===== config.mk =====
export PLATFORM = sky130hd
export DESIGN_NAME = rv32i_multicycle_sequencer
export DESIGN_NICKNAME = d
export VERILOG_FILES = /design/src/rtl/rv32I_core_pkg.sv /design/src/rtl/rv32i_retire_counter.sv /design/src/rtl/rv32i_multicycle_sequencer.sv
export SDC_FILE = /design/constraint.sdc
export NUM_CORES = 1
export LEC_CHECK = 0
export ABC_CLOCK_PERIOD_IN_PS = 1900
export CAP_MARGIN = 20
export CORE_ASPECT_RATIO = 1.5
export CORE_MARGIN = 3
export CORE_UTILIZATION = 40
export DETAILED_ROUTE_END_ITERATION = 12
export GPL_TIMING_DRIVEN = 0
export PLACE_DENSITY_LB_ADDON = 0.05
export SYNTH_ARGS = -nofsm -noshare
export SYNTH_HDL_FRONTEND = slang
export SYNTH_SLANG_ARGS = --single-unit
export TNS_END_PERCENT = 50

===== constraint.sdc =====
create_clock -name i_clk -period 1.9 [get_ports i_clk]
set_input_delay 0.19 -clock i_clk [delete_from_list [all_inputs] [get_ports i_clk]]
set_output_delay 0.19 -clock i_clk [all_outputs]
set_load 0.02 [all_outputs]

===== src/rtl/rv32I_core_pkg.sv =====
// rv32I_core_pkg: shared types and constants for the multicycle RV32I control path.
package rv32I_core_pkg;
  typedef enum logic [2:0] {
    S_FETCH     = 3'd0,
    S_DECODE    = 3'd1,
    S_EXECUTE   = 3'd2,
    S_MEMORY    = 3'd3,
    S_WRITEBACK = 3'd4,
    S_TRAP      = 3'd5
  } seq_state_t;
  localparam logic PC_SEL_PLUS4  = 1'b0;
  localparam logic PC_SEL_BRANCH = 1'b1;
  // Bit positions of the instruction-class vector produced by the decode controller
  localparam int CLS_R   = 0;
  localparam int CLS_I   = 1;
  localparam int CLS_B   = 2;
  localparam int CLS_LD  = 3;
  localparam int CLS_STR = 4;
  localparam int CLS_W   = 5;
  typedef logic [CLS_W-1:0] cls_t;
  function automatic logic cls_onehot(input cls_t c);
    return (c != '0) && ((c & (c - cls_t'(1))) == '0);
  endfunction
endpackage


===== src/rtl/rv32i_retire_counter.sv =====
// rv32i_retire_counter: wrapping count of retired instructions.
module rv32i_retire_counter #(
  parameter int WIDTH = 32
) (
  input  logic             i_clk,
  input  logic             i_rst,
  input  logic             i_inc,
  output logic [WIDTH-1:0] o_count
);
  logic [WIDTH-1:0] count_q, count_d;
  always_comb count_d = i_inc ? count_q + WIDTH'(1) : count_q;
  always_ff @(posedge i_clk or posedge i_rst)
    if (i_rst) count_q <= '0;
    else count_q <= count_d;
  assign o_count = count_q;
endmodule


===== src/rtl/rv32i_multicycle_sequencer.sv =====
// rv32i_multicycle_sequencer: FETCH/DECODE/EXECUTE/MEMORY/WRITEBACK control FSM with sticky trap.
// Define RV32I_SEQ_INSTRET_EN to add the o_instret retirement counter.
module rv32i_multicycle_sequencer
  import rv32I_core_pkg::*;
#(
  parameter int INSTRUCTION_WIDTH = 32,
  parameter int WORD_SIZE         = 32
) (
  input  logic                         i_clk,
  input  logic                         i_rst,
  output logic                         o_imem_req,
  input  logic                         i_imem_valid,
  input  logic [INSTRUCTION_WIDTH-1:0] i_imem_data,
  output logic [INSTRUCTION_WIDTH-1:0] o_instruction,
  input  logic                         i_invalid_instruction,
  input  logic                         i_r_type,
  input  logic                         i_i_type,
  input  logic                         i_b_type,
  input  logic                         i_ld_type,
  input  logic                         i_str_type,
  input  logic                         i_branch_taken,
  output logic                         o_dmem_req,
  output logic                         o_dmem_we,
  input  logic                         i_dmem_valid,
  output logic                         o_alu_en,
  output logic                         o_rf_we,
  output logic                         o_pc_we,
  output logic                         o_pc_sel,
`ifdef RV32I_SEQ_INSTRET_EN
  output logic [WORD_SIZE-1:0]         o_instret,
`endif
  output logic                         o_trap,
  output logic [2:0]                   o_state
);
  seq_state_t state_q, state_d;
  logic [INSTRUCTION_WIDTH-1:0] ir_q, ir_d;
  cls_t cls_q, cls_d, cls_in;
  logic imem_req, dmem_req, dmem_we, alu_en, rf_we, pc_we, pc_sel, run;
  assign cls_in = {i_str_type, i_ld_type, i_b_type, i_i_type, i_r_type};
  always_comb begin
    state_d  = state_q;
    ir_d     = ir_q;
    cls_d    = cls_q;
    imem_req = 1'b0;
    dmem_req = 1'b0;
    dmem_we  = 1'b0;
    alu_en   = 1'b0;
    rf_we    = 1'b0;
    pc_we    = 1'b0;
    pc_sel   = PC_SEL_PLUS4;
    case (state_q)
      S_FETCH: begin
        imem_req = 1'b1;
        if (i_imem_valid) begin
          ir_d    = i_imem_data;
          state_d = S_DECODE;
        end
      end
      S_DECODE: begin
        cls_d   = cls_in;
        state_d = (i_invalid_instruction || !cls_onehot(cls_in)) ? S_TRAP : S_EXECUTE;
      end
      S_EXECUTE: begin
        alu_en  = 1'b1;
        pc_we   = cls_q[CLS_B];
        pc_sel  = (cls_q[CLS_B] && i_branch_taken) ? PC_SEL_BRANCH : PC_SEL_PLUS4;
        state_d = cls_q[CLS_B] ? S_FETCH :
                  (cls_q[CLS_LD] || cls_q[CLS_STR]) ? S_MEMORY :
                  (cls_q[CLS_R] || cls_q[CLS_I]) ? S_WRITEBACK : S_TRAP;
      end
      S_MEMORY: begin
        dmem_req = 1'b1;
        dmem_we  = cls_q[CLS_STR];
        pc_we    = i_dmem_valid && cls_q[CLS_STR];
        if (i_dmem_valid) state_d = cls_q[CLS_STR] ? S_FETCH : S_WRITEBACK;
      end
      S_WRITEBACK: begin
        rf_we   = 1'b1;
        pc_we   = 1'b1;
        state_d = S_FETCH;
      end
      S_TRAP: state_d = S_TRAP;
      default: state_d = S_FETCH;
    endcase
  end
  always_ff @(posedge i_clk or posedge i_rst)
    if (i_rst) begin
      state_q <= S_FETCH;
      ir_q    <= '0;
      cls_q   <= '0;
    end else begin
      state_q <= state_d;
      ir_q    <= ir_d;
      cls_q   <= cls_d;
    end
  // Strobes are forced low while reset is held so an abandoned access fires nothing
  assign run           = !i_rst;
  assign o_imem_req    = run && imem_req;
  assign o_dmem_req    = run && dmem_req;
  assign o_dmem_we     = run && dmem_we;
  assign o_alu_en      = run && alu_en;
  assign o_rf_we       = run && rf_we;
  assign o_pc_we       = run && pc_we;
  assign o_pc_sel      = run && pc_sel;
  assign o_trap        = state_q == S_TRAP;
  assign o_state       = state_q;
  assign o_instruction = ir_q;
`ifdef RV32I_SEQ_INSTRET_EN
  rv32i_retire_counter #(.WIDTH(WORD_SIZE)) u_retire (
    .i_clk  (i_clk),
    .i_rst  (i_rst),
    .i_inc  (o_pc_we),
    .o_count(o_instret)
  );
`endif
endmodule


* Word level (Yosys, flattened, before mapping)
Index checks and enable logic that the tools add are counted.
** Storage, ports and cells
- Input bits :: 43
- Logic and storage cells :: 48
- Bits in registers :: 40
** Operators by class
- $add $sub $neg :: 1
- Eq/ne operators :: 7
- Reduce and logical (&&, ||, !) cells :: 20
- Bitwise operators :: 1
- Muxes and demuxes :: 16
** Operators by type and width (number)
- two-way mux 3 bit :: 6
- one-hot mux 3 bit (5 select lines) :: 1
- logical AND 1 bit :: 10
- two-way mux 1 bit :: 8
- == test 3 x 2 -> 1 bit, second input constant :: 2
- == test 3 bit, second input constant :: 2
- bitwise AND 5 bit :: 1
- logical NOT 5 bit :: 1
- nonzero test 5 bit :: 1
- subtractor 5 x 1 -> 5 bit, second input constant :: 1
- != test 2 bit, second input constant :: 2
- AND reduction 2 bit :: 2
- == test 3 x 1 -> 1 bit, second input constant :: 1
- logical NOT 3 bit :: 1
- logical OR 1 bit :: 3
- one-hot mux 1 bit (3 select lines) :: 1
- logical NOT 1 bit :: 2

* Longest topological paths before layout
Gate-level depths: netlist (run 1).
- Depth in word-level cells :: 8
- Mapped depth :: 5

* Worst setup path before layout (run 1)
OpenSTA, ideal clock, no wires.
- Path kind :: register -> output
- Start :: reg state_q[0], in the netlist o_state[0]
- End :: out o_pc_we
- Cell stages (with the launch flop) :: 6
- Required time :: 1.710 ns
- Arrival time :: 1.717 ns
- Path slack :: -0.007 ns
- Cells stage by stage :: dfrtp_1 > buf_2 > inv_1 > nor3_1 > nand3_1 > o31ai_1
** Between the ends
- Longest elaborated chain between the ends :: 3
** Ends and longest elaborated chain
- from (decl) :: line rv32i_multicycle_sequencer.sv:35 : seq_state_t state_q, state_d;
- from (signal assigned) :: line rv32i_multicycle_sequencer.sv:92 : state_q <= state_d;
- == test 3 bit or == test 3 x 2 -> 1 bit (tied branches) :: line rv32i_multicycle_sequencer.sv:51 : case (state_q)
- one-hot mux 1 bit (3 select lines) * :: line rv32i_multicycle_sequencer.sv:51
- logical AND 1 bit * :: line rv32i_multicycle_sequencer.sv:103 : assign o_pc_we = run && pc_we;
- to (decl) :: line rv32i_multicycle_sequencer.sv:27 : output logic o_pc_we,
Mark *: on every way between the ends. The rest lies on a longest branch, timed or not.

* Worst setup path after layout (run 1)
- Start :: reg state_q[2], in the netlist o_state[2]
- End :: out o_pc_we
Same word-level chain as after synthesis.

==> metrics.log, run 1 <==
INFO  metric total_drc_errors_in_the_routed_layout = 0
INFO  metric final-max-slew-violation-count = 0
INFO  metric cts-root-buf = clkbuf_8
INFO  metric synth_fp_nets = 169
INFO  metric placement_rows = 28
INFO  metric tritoncts_clock_tree = built
INFO  metric globalRouteTotalUtil = 0.1748
INFO  metric async_set_or_reset_register_ratio_after_synthesis = 1.000
INFO  metric placed_area = 2653 um^2
INFO  metric setup_slack_reg_to_reg = 0.15 ns
INFO  metric hpwlAfterDp = 3272 um
INFO  metric antenna-diode-count = 0
INFO  metric htree_levels = 2
INFO  metric antenna_violating_nets_post_route = 0
INFO  metric ctsHoldBuffers = 0
INFO  metric yosys_register_bits = 40
INFO  metric finalSetupViolations = 0
INFO  metric post_dr_vias_cell = 5.265
INFO  metric worst-endpoint-arrival = 1.62 ns
INFO  metric grt_first_pass_wirelength = 6934 um
INFO  metric cts_sinks = 40
INFO  metric mappedNetlistArea = 1740 um^2
INFO  metric cpPeakStageDelay = 0.38 ns
INFO  metric worst_pin_slew = 0.4804 ns
INFO  metric chipHeight = 86.79 um
INFO  metric grt_remaining_overflow = 0
INFO  metric crit_path_max_fanout = 8
INFO  metric maxCapViolations = 0
INFO  metric hold_viol_final = 0
INFO  metric hp-class = input port to async pin
INFO  metric yosys.cell_types.count = 26
INFO  metric grt_pass1_vias = 1524
INFO  metric dominantRegCellSynth = dfrtp_1
INFO  metric grt_setup_unrepaired = false
INFO  metric route.vias.total = 1411
INFO  metric required = 1.71 ns
INFO  metric worst_clock_skew = 0.003557 ns
INFO  metric leakagePower = 1.207 nW
INFO  metric worstSetupStartpointType = flop
INFO  metric post_synth.cell_area_avg = 13.81 um^2
INFO  metric cts-root-to-sink-buffers = 2
INFO  metric worst_case_vdd_ir_drop = 1.126 mV
INFO  metric finalCritPeriodShare = 0.9544
INFO  metric worst-setup-path-type = flop to primary output
INFO  metric gp_routability_congestion = 0.7597
INFO  metric initial_core_util = 0.4283
INFO  metric drt_iter0_drc = 27
INFO  metric worst_hold_slack = 0.04427 ns
INFO  metric area_inside_the_core_boundary = 4064 um^2
INFO  metric grt_antenna_before_repair = 0
INFO  metric pre_cts_ws = -0.5802 ns
INFO  metric post-route-min-period = 1.813 ns
INFO  metric boundaryPins = 86
INFO  metric layout.nets = 265
INFO  metric yosysSeqAreaShare = 0.5751
INFO  metric cts_made_buffers = 5
INFO  metric wl_per_cell = 16.00 um
INFO  metric post-route-worst-setup-slack = 0.08658 ns
INFO  metric worstPathCellList = buf_4 > nand2b_2 > inv_1 > a21oi_1 > o31ai_1 > buf_2
INFO  metric die_width = 59.86 um
INFO  metric final_layout_size_suffix_gt1_frac = 0.2870
INFO  metric numPlacedInstances = 256
INFO  metric synthToLayoutAreaGrowth = 62.19%
INFO  metric end_kind = primary output
INFO  metric cells_after_synthesis = 126
INFO  metric layout.cells.most_common = clkdlybuf4s50_1
INFO  metric power.density = 1589 nW/um^2
INFO  metric final_core_area_utilization = 0.6946
INFO  metric max_slew_margin = 0.6792
INFO  metric most-common-layout-cells = clkdlybuf4s50_1 (76), dfrtp_1 (40), mux2_2 (37)
INFO  metric clk-insertion-delay-late = 0.28 ns
INFO  metric critical_path.slowest_cell = dfrtp_1
INFO  metric drt-pass1-iter-count = 4
INFO  metric routed_wl = 4287 um
INFO  metric synth_edf_count = 0
INFO  metric run_status = finished, final reports clean
INFO  metric grt_start_max_net_pins = 42
INFO  metric final_area = 2823 um^2
INFO  metric yosys_warnings = 0
INFO  metric clk_pin_slew_worst_paths = 0.08 ns
INFO  metric max_clock_freq = 0.5514 GHz
INFO  metric placement.io_buffers = 85
INFO  metric layout.cells.non_filler = 268
INFO  metric fp.dieArea = 5195 um^2
==> synth_stat cells, drive strengths merged, types with 2 or more instances <==
cell type / instances / area (um^2)
a21oi: 4 / 20.02
and2: 2 / 12.51
and3: 2 / 12.51
buf: 6 / 51.30
dfrtp: 40 / 1001
inv: 4 / 15.01
mux2: 37 / 416.7
nor2: 4 / 15.01
nor2b: 2 / 12.51
nor3: 5 / 30.03
nor4b: 3 / 41.29
o21ai: 5 / 25.02
o31ai: 3 / 22.52
==> per-layer routing <==
layer | share of wire | track usage
met2 | 0.56 | 0.3238
met1 | 0.35 | 0.1789
met5 | 0 | 0
met3 | 0.080 | 0.05216
met4 | 0.014 | 0.05847
==> state kept, by name, indices dropped and copies added (netlist names) <==
signal,flops
cls_q,5
o_instruction,32
o_state,3
==> layout make-up <==
| class | instances | area, um^2 |
|---|---|---|
| buffer | 6 | 53.80 |
| clock buffer | 6 | 72.57 |
| clock inverter | 2 | 35.03 |
| fill | 321 | 1241 |
| inverter | 4 | 45.04 |
| multi-input combinational | 76 | 691.9 |
| sequential | 40 | 1001 |
| tap | 45 | 56.30 |
| timing repair buffer | 88 | 858.3 |
| timing repair inverter | 1 | 8.758 |
==> power by group <==
group	leakage [nW]	total, mW	internal (mW)	switching (mW)
Combinational	0.674	2.31	1.25	1.06
Clock	0.0552	0.669	0.390	0.279
Sequential	0.479	1.50	1.27	0.229
Total	1.21	4.49	2.91	1.57
==> cell families after synthesis <==
logic type | Yosys count | synth area share
and+or+nand+nor | 22 | 0.08339
DFF | 40 | 0.5751
xor gates and xnor gates | 1 | 0.005033
buffers and inverters | 10 | 0.03810
muxes | 37 | 0.2394
AOI/OAI and AO/OA | 16 | 0.05895
==> what timing repair did <==
action                                  CTS  global route
setup buffers                             0             3
endpoints found under the setup margin    8             4
hold endpoints to repair                  0             0
gates resized for setup                  18            10
cloned                                    0             1
==> stage by stage <==
step / power (mW) / TNS [ns]
floorplan: 2.720 / 0
global placement: 3.711 / -6.847
detailed placement: 3.805 / -0.6455
CTS: 4.489 / -0.1554
global route: 4.754 / 0
finish: 4.486 / 0
==> final timing paths <==
check,startpoint,endpoint,cells past startpoint
min in group i_clk,cls_q[1],cls_q[1],1
min,i_rst,o_instruction[8],2
max,o_state[2],o_pc_we,6
max in group asynchronous,i_rst,o_instruction[2],2
max reg2reg,o_state[0],cls_q[0],5
min reg2reg,cls_q[1],cls_q[1],1
==> critical path, delay by kind of cell, from the launching register on <==
kind,cells,cell delay [ns]
buffers and inverters,3,0.47
DFF,1,0.38
AOI/OAI and AO/OA,2,0.26
and+or+nand+nor,1,0.23
Power figures use the tool's default switching activity.
==> run 2: changes to the inputs <==
--- a/config.mk
+++ b/config.mk
@@ -5,14 +5,15 @@
 export SDC_FILE = /design/constraint.sdc
 export NUM_CORES = 1
 export LEC_CHECK = 0
-export ABC_CLOCK_PERIOD_IN_PS = 1900
+export ABC_CLOCK_PERIOD_IN_PS = 2300
 export CAP_MARGIN = 20
 export CORE_ASPECT_RATIO = 1.5
 export CORE_MARGIN = 3
-export CORE_UTILIZATION = 40
+export CORE_UTILIZATION = 43
 export DETAILED_ROUTE_END_ITERATION = 12
 export GPL_TIMING_DRIVEN = 0
 export PLACE_DENSITY_LB_ADDON = 0.05
+export REMOVE_ABC_BUFFERS = 1
 export SYNTH_ARGS = -nofsm -noshare
 export SYNTH_HDL_FRONTEND = slang
 export SYNTH_SLANG_ARGS = --single-unit
==> constraint.sdc (replaced) <==
create_clock -name i_clk -period 2.3 [get_ports i_clk]
set_input_delay 0.23 -clock i_clk [delete_from_list [all_inputs] [get_ports i_clk]]
set_output_delay 0.23 -clock i_clk [all_outputs]
set_load 0.02 [all_outputs]
==> run 2 against run 1 <==
  * Sequential power shrank 14%
  * Die area shrank 6.4%
  * Flip-flop and latch count is the same
  * Cell count shrank 3.7%
  * Power shrank 18%
  * Routed wire length shrank 6.5%
  * Clock-buffer cell count grew 1
  * Via count shrank 4.4%
  * Core utilization grew 3.5 points
==> metrics.log, run 2 (synthesized netlist as in run 1, its figures left out) <==
INFO  metric run_status = finished, final reports clean
INFO  metric drt_iter0_drc = 21
INFO  metric drt-pass1-iter-count = 4
INFO  metric grt_start_max_net_pins = 42
INFO  metric final_layout_size_suffix_gt1_frac = 0.2558
INFO  metric critical_path.slowest_cell = clkdlybuf4s50_1
INFO  metric leakagePower = 1.125 nW
INFO  metric cts_sinks = 40
INFO  metric clk-insertion-delay-late = 0.28 ns
INFO  metric postCtsSetupRepairBufs = 0
INFO  metric critPathTopFamily = buffers and inverters
INFO  metric cpPeakStageDelay = 0.59 ns
INFO  metric cts-root-buf = clkbuf_8
INFO  metric routed_wl = 4010 um
INFO  metric hold_viol_final = 0
INFO  metric grt_pass1_vias = 1444
INFO  metric fp.dieArea = 4863 um^2
INFO  metric layout.cells.most_common = clkdlybuf4s50_1
INFO  metric cell_count_along_the_critical_path = 4
INFO  metric final_area = 2760 um^2
INFO  metric grt_first_pass_wirelength = 6561 um
INFO  metric met2_length = 2142 um
INFO  metric worst_pin_slew = 0.4450 ns
INFO  metric tritoncts_clock_tree = built
INFO  metric max_slew_margin = 0.7017
INFO  metric required = 2.07 ns
INFO  metric worst-setup-path-type = flop to primary output
INFO  metric power.density = 1332 nW/um^2
INFO  metric synthToLayoutAreaGrowth = 58.59%
INFO  metric initial_core_util = 0.4600
INFO  metric worstRegToRegCells = 3
INFO  metric route.vias.total = 1349
INFO  metric gp_routability_congestion = 0.8741
INFO  metric worst_case_vdd_ir_drop = 0.8888 mV
INFO  metric grt_remaining_overflow = 0
INFO  metric final_core_area_utilization = 0.7295
INFO  metric crit_path_max_fanout = 10
INFO  metric area_inside_the_core_boundary = 3784 um^2
INFO  metric post-route-worst-setup-slack = 0.09316 ns
INFO  metric htree_levels = 2
INFO  metric placement.io_buffers = 85
INFO  metric worst-endpoint-arrival = 1.98 ns
INFO  metric chipHeight = 83.92 um
INFO  metric grt_setup_unrepaired = false
INFO  metric hpwlAfterDp = 3143 um
INFO  metric finalCritPeriodShare = 0.9595
INFO  metric dr_wl_met3 = 330 um
INFO  metric antenna_violating_nets_post_route = 0
INFO  metric globalRouteTotalUtil = 0.1735
INFO  metric drt-met1-wl = 1453 um
INFO  metric wl_per_cell = 15.54 um
INFO  metric finalPower = 3.677 mW
INFO  metric top_layer_used = met4
INFO  metric final-max-slew-violation-count = 0
INFO  metric total_drc_errors_in_the_routed_layout = 0
INFO  metric placed_area = 2616 um^2
INFO  metric ctsHoldBuffers = 0
INFO  metric post_dr_vias_cell = 5.229
INFO  metric antenna-diode-count = 0
INFO  metric placement_rows = 27
INFO  metric end_kind = primary output
INFO  metric most-common-layout-cells = clkdlybuf4s50_1 (84), mux2_2 (37), dfrtp_1 (37)
INFO  metric pre_cts_ws = -0.2171 ns
INFO  metric clk_pin_slew_worst_paths = 0.07 ns
INFO  metric grt_antenna_before_repair = 0
INFO  metric die_width = 57.95 um
INFO  metric max_clock_freq = 0.4531 GHz
INFO  metric post-route-min-period = 2.207 ns
INFO  metric cts-root-to-sink-buffers = 2
INFO  metric worst_hold_slack = 0.4653 ns
INFO  metric layout.nets = 257
INFO  metric finalSetupViolations = 0
INFO  metric hp-class = input port to async pin
INFO  metric largest_reg_flops = 32
INFO  metric boundaryPins = 86
INFO  metric worstSetupStartpointType = flop
INFO  metric worstPathCellList = inv_1 > nor3_2 > and2_1 > clkdlybuf4s50_1
INFO  metric worst_clock_skew = 0.002605 ns
INFO  metric maxCapViolations = 0
INFO  metric cp.buffers_inverters = 2
INFO  metric cts_made_buffers = 5
==> run 2: cell count changes in the layout (fill, tap and decap cells not counted), moves of 2 or more <==
| cell | before | now |
|---|---|---|
| buf_2 | 3 | 0 |
| buf_4 | 5 | 0 |
| clkbuf_8 | 5 | 7 |
| clkdlybuf4s50_1 | 76 | 84 |
| dfrtp_1 | 40 | 37 |
| dfrtp_2 | 0 | 3 |
| dlygate4sd2_1 | 4 | 1 |
| dlymetal6s2s_1 | 2 | 0 |
==> run 2: timing repair <==
item	4_1_cts	5_1_grt
resized for setup	4	4
endpoints found under the setup margin	3	3
hold endpoints to repair	0	0
==> run 2: path summary, 6_finish.rpt <==
check                                  start                 to  slack, ns
hold / removal                         i_rst  o_instruction[12]       0.47
setup reg to reg                  o_state[2]  o_instruction[22]       0.75
hold reg to reg            o_instruction[27]  o_instruction[27]       0.51
max in group asynchronous              i_rst         o_state[0]       1.55
setup / recovery                  o_state[0]          o_dmem_we       0.09
min in group i_clk         o_instruction[27]  o_instruction[27]       0.51
==> run 2: stage by stage <==
| step | cells | setup TNS, ns |
|---|---|---|
| finish | 258 | 0 |
| global route | 258 | 0 |
| CTS | 258 | 0 |
| detailed placement | 250 | -0.2171 |
| global placement | 248 | -15.63 |
| floorplan | 120 | 0 |
==> run 2: cell type report <==
class | instances | area (um^2)
inverters | 4 | 20.02
clock inverters | 1 | 30.03
flip-flops and latches | 40 | 1005
fillers | 273 | 1023
well taps | 43 | 53.80
repair buffers | 87 | 872.1
multi-input cells | 76 | 683.2
clock buffers | 7 | 96.34
==> run 2: power by group <==
group | switching [mW] | internal (mW)
sequential | 0.232 | 1.06
clock | 0.230 | 0.383
combinational | 0.797 | 0.979
total | 1.26 | 2.42
==> run 2: layer usage <==
metal  GRT usage  vias to the layer above
met3     0.05728                        8
li1            -                      630
met2      0.3025                       59
met5           0                        -
met1      0.1890                      652
met4     0.06540                        0
==> run 3: changes to the inputs <==
--- a/config.mk
+++ b/config.mk
@@ -12,7 +12,7 @@
 export CORE_UTILIZATION = 43
 export DETAILED_ROUTE_END_ITERATION = 12
 export GPL_TIMING_DRIVEN = 0
-export PLACE_DENSITY_LB_ADDON = 0.05
+export PLACE_DENSITY_LB_ADDON = 0.3
 export REMOVE_ABC_BUFFERS = 1
 export SYNTH_ARGS = -nofsm -noshare
 export SYNTH_HDL_FRONTEND = slang
==> run 3 against run 2 <==
  * Non-clock buffer count is the same
  * Clock power down 24%
  * Final area is 1.0% lower
  * Largest power group unchanged
==> metrics.log, run 3 (synthesized netlist as in run 1, its figures left out) <==
INFO  metric cts-root-to-sink-buffers = 2
INFO  metric worst-setup-path-type = input port to primary output
INFO  metric gp_routability_congestion = 0.8355
INFO  metric hp-class = input port to async pin
INFO  metric finalPower = 3.567 mW
INFO  metric grt_first_pass_wirelength = 7086 um
INFO  metric crit_path_max_fanout = 41
INFO  metric wl_per_cell = 17.09 um
INFO  metric worst_case_vdd_ir_drop = 0.9245 mV
INFO  metric drt_iter0_drc = 38
INFO  metric cts-root-buf = clkbuf_8
INFO  metric clk-insertion-delay-late = 0.28 ns
INFO  metric chipHeight = 83.92 um
INFO  metric tritoncts_clock_tree = built
INFO  metric synthToLayoutAreaGrowth = 57.01%
INFO  metric worst-endpoint-arrival = 1.99 ns
INFO  metric worst_hold_slack = 0.4628 ns
INFO  metric hpwlAfterDp = 3495 um
INFO  metric cts_sinks = 40
INFO  metric layout.cells.most_common = clkdlybuf4s50_1
INFO  metric grt_setup_unrepaired = true
INFO  metric area_inside_the_core_boundary = 3784 um^2
INFO  metric grt_antenna_before_repair = 0
INFO  metric worstSetupStartpointType = input port
INFO  metric final-max-slew-violation-count = 0
INFO  metric required = 2.07 ns
INFO  metric max_clock_freq = 0.4509 GHz
INFO  metric grt_pass1_vias = 1498
INFO  metric fp.dieArea = 4863 um^2
INFO  metric die_width = 57.95 um
INFO  metric antenna-diode-count = 0
INFO  metric leakagePower = 1.132 nW
INFO  metric finalSetupViolations = 0
INFO  metric cts_made_buffers = 5
INFO  metric worstRegToRegCells = 3
INFO  metric most-common-layout-cells = clkdlybuf4s50_1 (83), mux2_2 (37), dfrtp_1 (37)
INFO  metric placement_rows = 27
INFO  metric largest_reg_flops = 32
INFO  metric boundaryPins = 86
INFO  metric final_layout_size_suffix_gt1_frac = 0.2558
INFO  metric total_drc_errors_in_the_routed_layout = 0
INFO  metric grt_remaining_overflow = 0
INFO  metric run_status = finished, final reports clean
INFO  metric maxCapViolations = 0
INFO  metric placement.io_buffers = 85
INFO  metric routed_wl = 4408 um
INFO  metric max_slew_margin = 0.6423
INFO  metric htree_levels = 2
INFO  metric layout.nets = 257
INFO  metric post-route-min-period = 2.218 ns
INFO  metric worst_pin_slew = 0.5344 ns
INFO  metric power.density = 1305 nW/um^2
INFO  metric finalCritPeriodShare = 0.9644
INFO  metric post_dr_vias_cell = 5.353
INFO  metric end_kind = primary output
INFO  metric initial_core_util = 0.4600
INFO  metric worst_clock_skew = 0.004736 ns
INFO  metric drt-pass1-iter-count = 4
INFO  metric clk_pin_slew_worst_paths = 0.07 ns
INFO  metric final_core_area_utilization = 0.7222
INFO  metric grt_start_max_net_pins = 42
INFO  metric hold_viol_final = 0
INFO  metric globalRouteTotalUtil = 0.1891
INFO  metric antenna_violating_nets_post_route = 0
INFO  metric route.vias.total = 1381
INFO  metric postCtsSetupRepairBufs = 0
[run 3: cell count changes in the layout (fill, tap and decap cells not counted), sizes merged]
cell	change
clkinv	+2
bufinv	-1
clkbuf	-1
clkdlybuf4s50	-1
dlymetal6s2s	+1
[run 3: what timing repair did]
item                       CTS  global route
cloned                       0             0
pin swaps                    0             0
resized for setup            3             6
setup endpoints to repair    3             5
hold buffers                 0             0
[run 3: area by class of cell]
cell class / count / area [um^2]
clock inverter: 2 / 10.01
clock buffer: 6 / 82.58
multi-input combinational: 76 / 683.2
timing repair buffer: 87 / 878.3
tap: 43 / 53.80
inverter: 4 / 20.02
fill: 283 / 1051
sequential: 40 / 1005
[run 3: worst max-delay path, cell delays in order]
cell,delay (ns)
clkdlybuf4s50_1,0.56
inv_6,0.36
and3_1,0.23
clkdlybuf4s50_1,0.60
[run 3: report_power, final]
group	switching [mW]	total [mW]	internal (mW)	leakage [nW]
logic	0.816	1.80	0.982	0.605
clock network	0.225	0.464	0.239	0.0510
registers	0.248	1.31	1.06	0.475
total	1.29	3.57	2.28	1.13
[run 3: worst paths after layout]
| check | start | end | slack, ns |
|---|---|---|---|
| max reg2reg | o_state[2] | o_instruction[26] | 0.53 |
| min reg2reg | cls_q[1] | cls_q[1] | 0.51 |
| max | i_rst | o_rf_we | 0.08 |
| min in group i_clk | cls_q[1] | cls_q[1] | 0.51 |
| max in group asynchronous | i_rst | o_state[0] | 1.55 |
| min | i_rst | cls_q[3] | 0.46 |
[run 3: metrics by stage]
stage	area (um^2)	instances	worst slack, ns	TNS (ns)
2_1_floorplan	1689	120	0.01485	0
3_3_place_gp	2594	248	-0.7254	-14.31
3_5_place_dp	2620	250	-0.2472	-0.2472
4_1_cts	2715	258	0.008595	0
5_1_grt	2733	258	-0.01916	-0.01916
6_report	2733	258	0.08197	0
[run 3: per-layer routing]
| layer | vias up | track usage | wire, um |
|---|---|---|---|
| met5 | - | 0 | 0 |
| met4 | 0 | 0.06540 | 112 |
| met3 | 10 | 0.06811 | 402 |
| met2 | 66 | 0.3354 | 2385 |
| met1 | 674 | 0.1996 | 1507 |
| li1 | 631 | - | - |
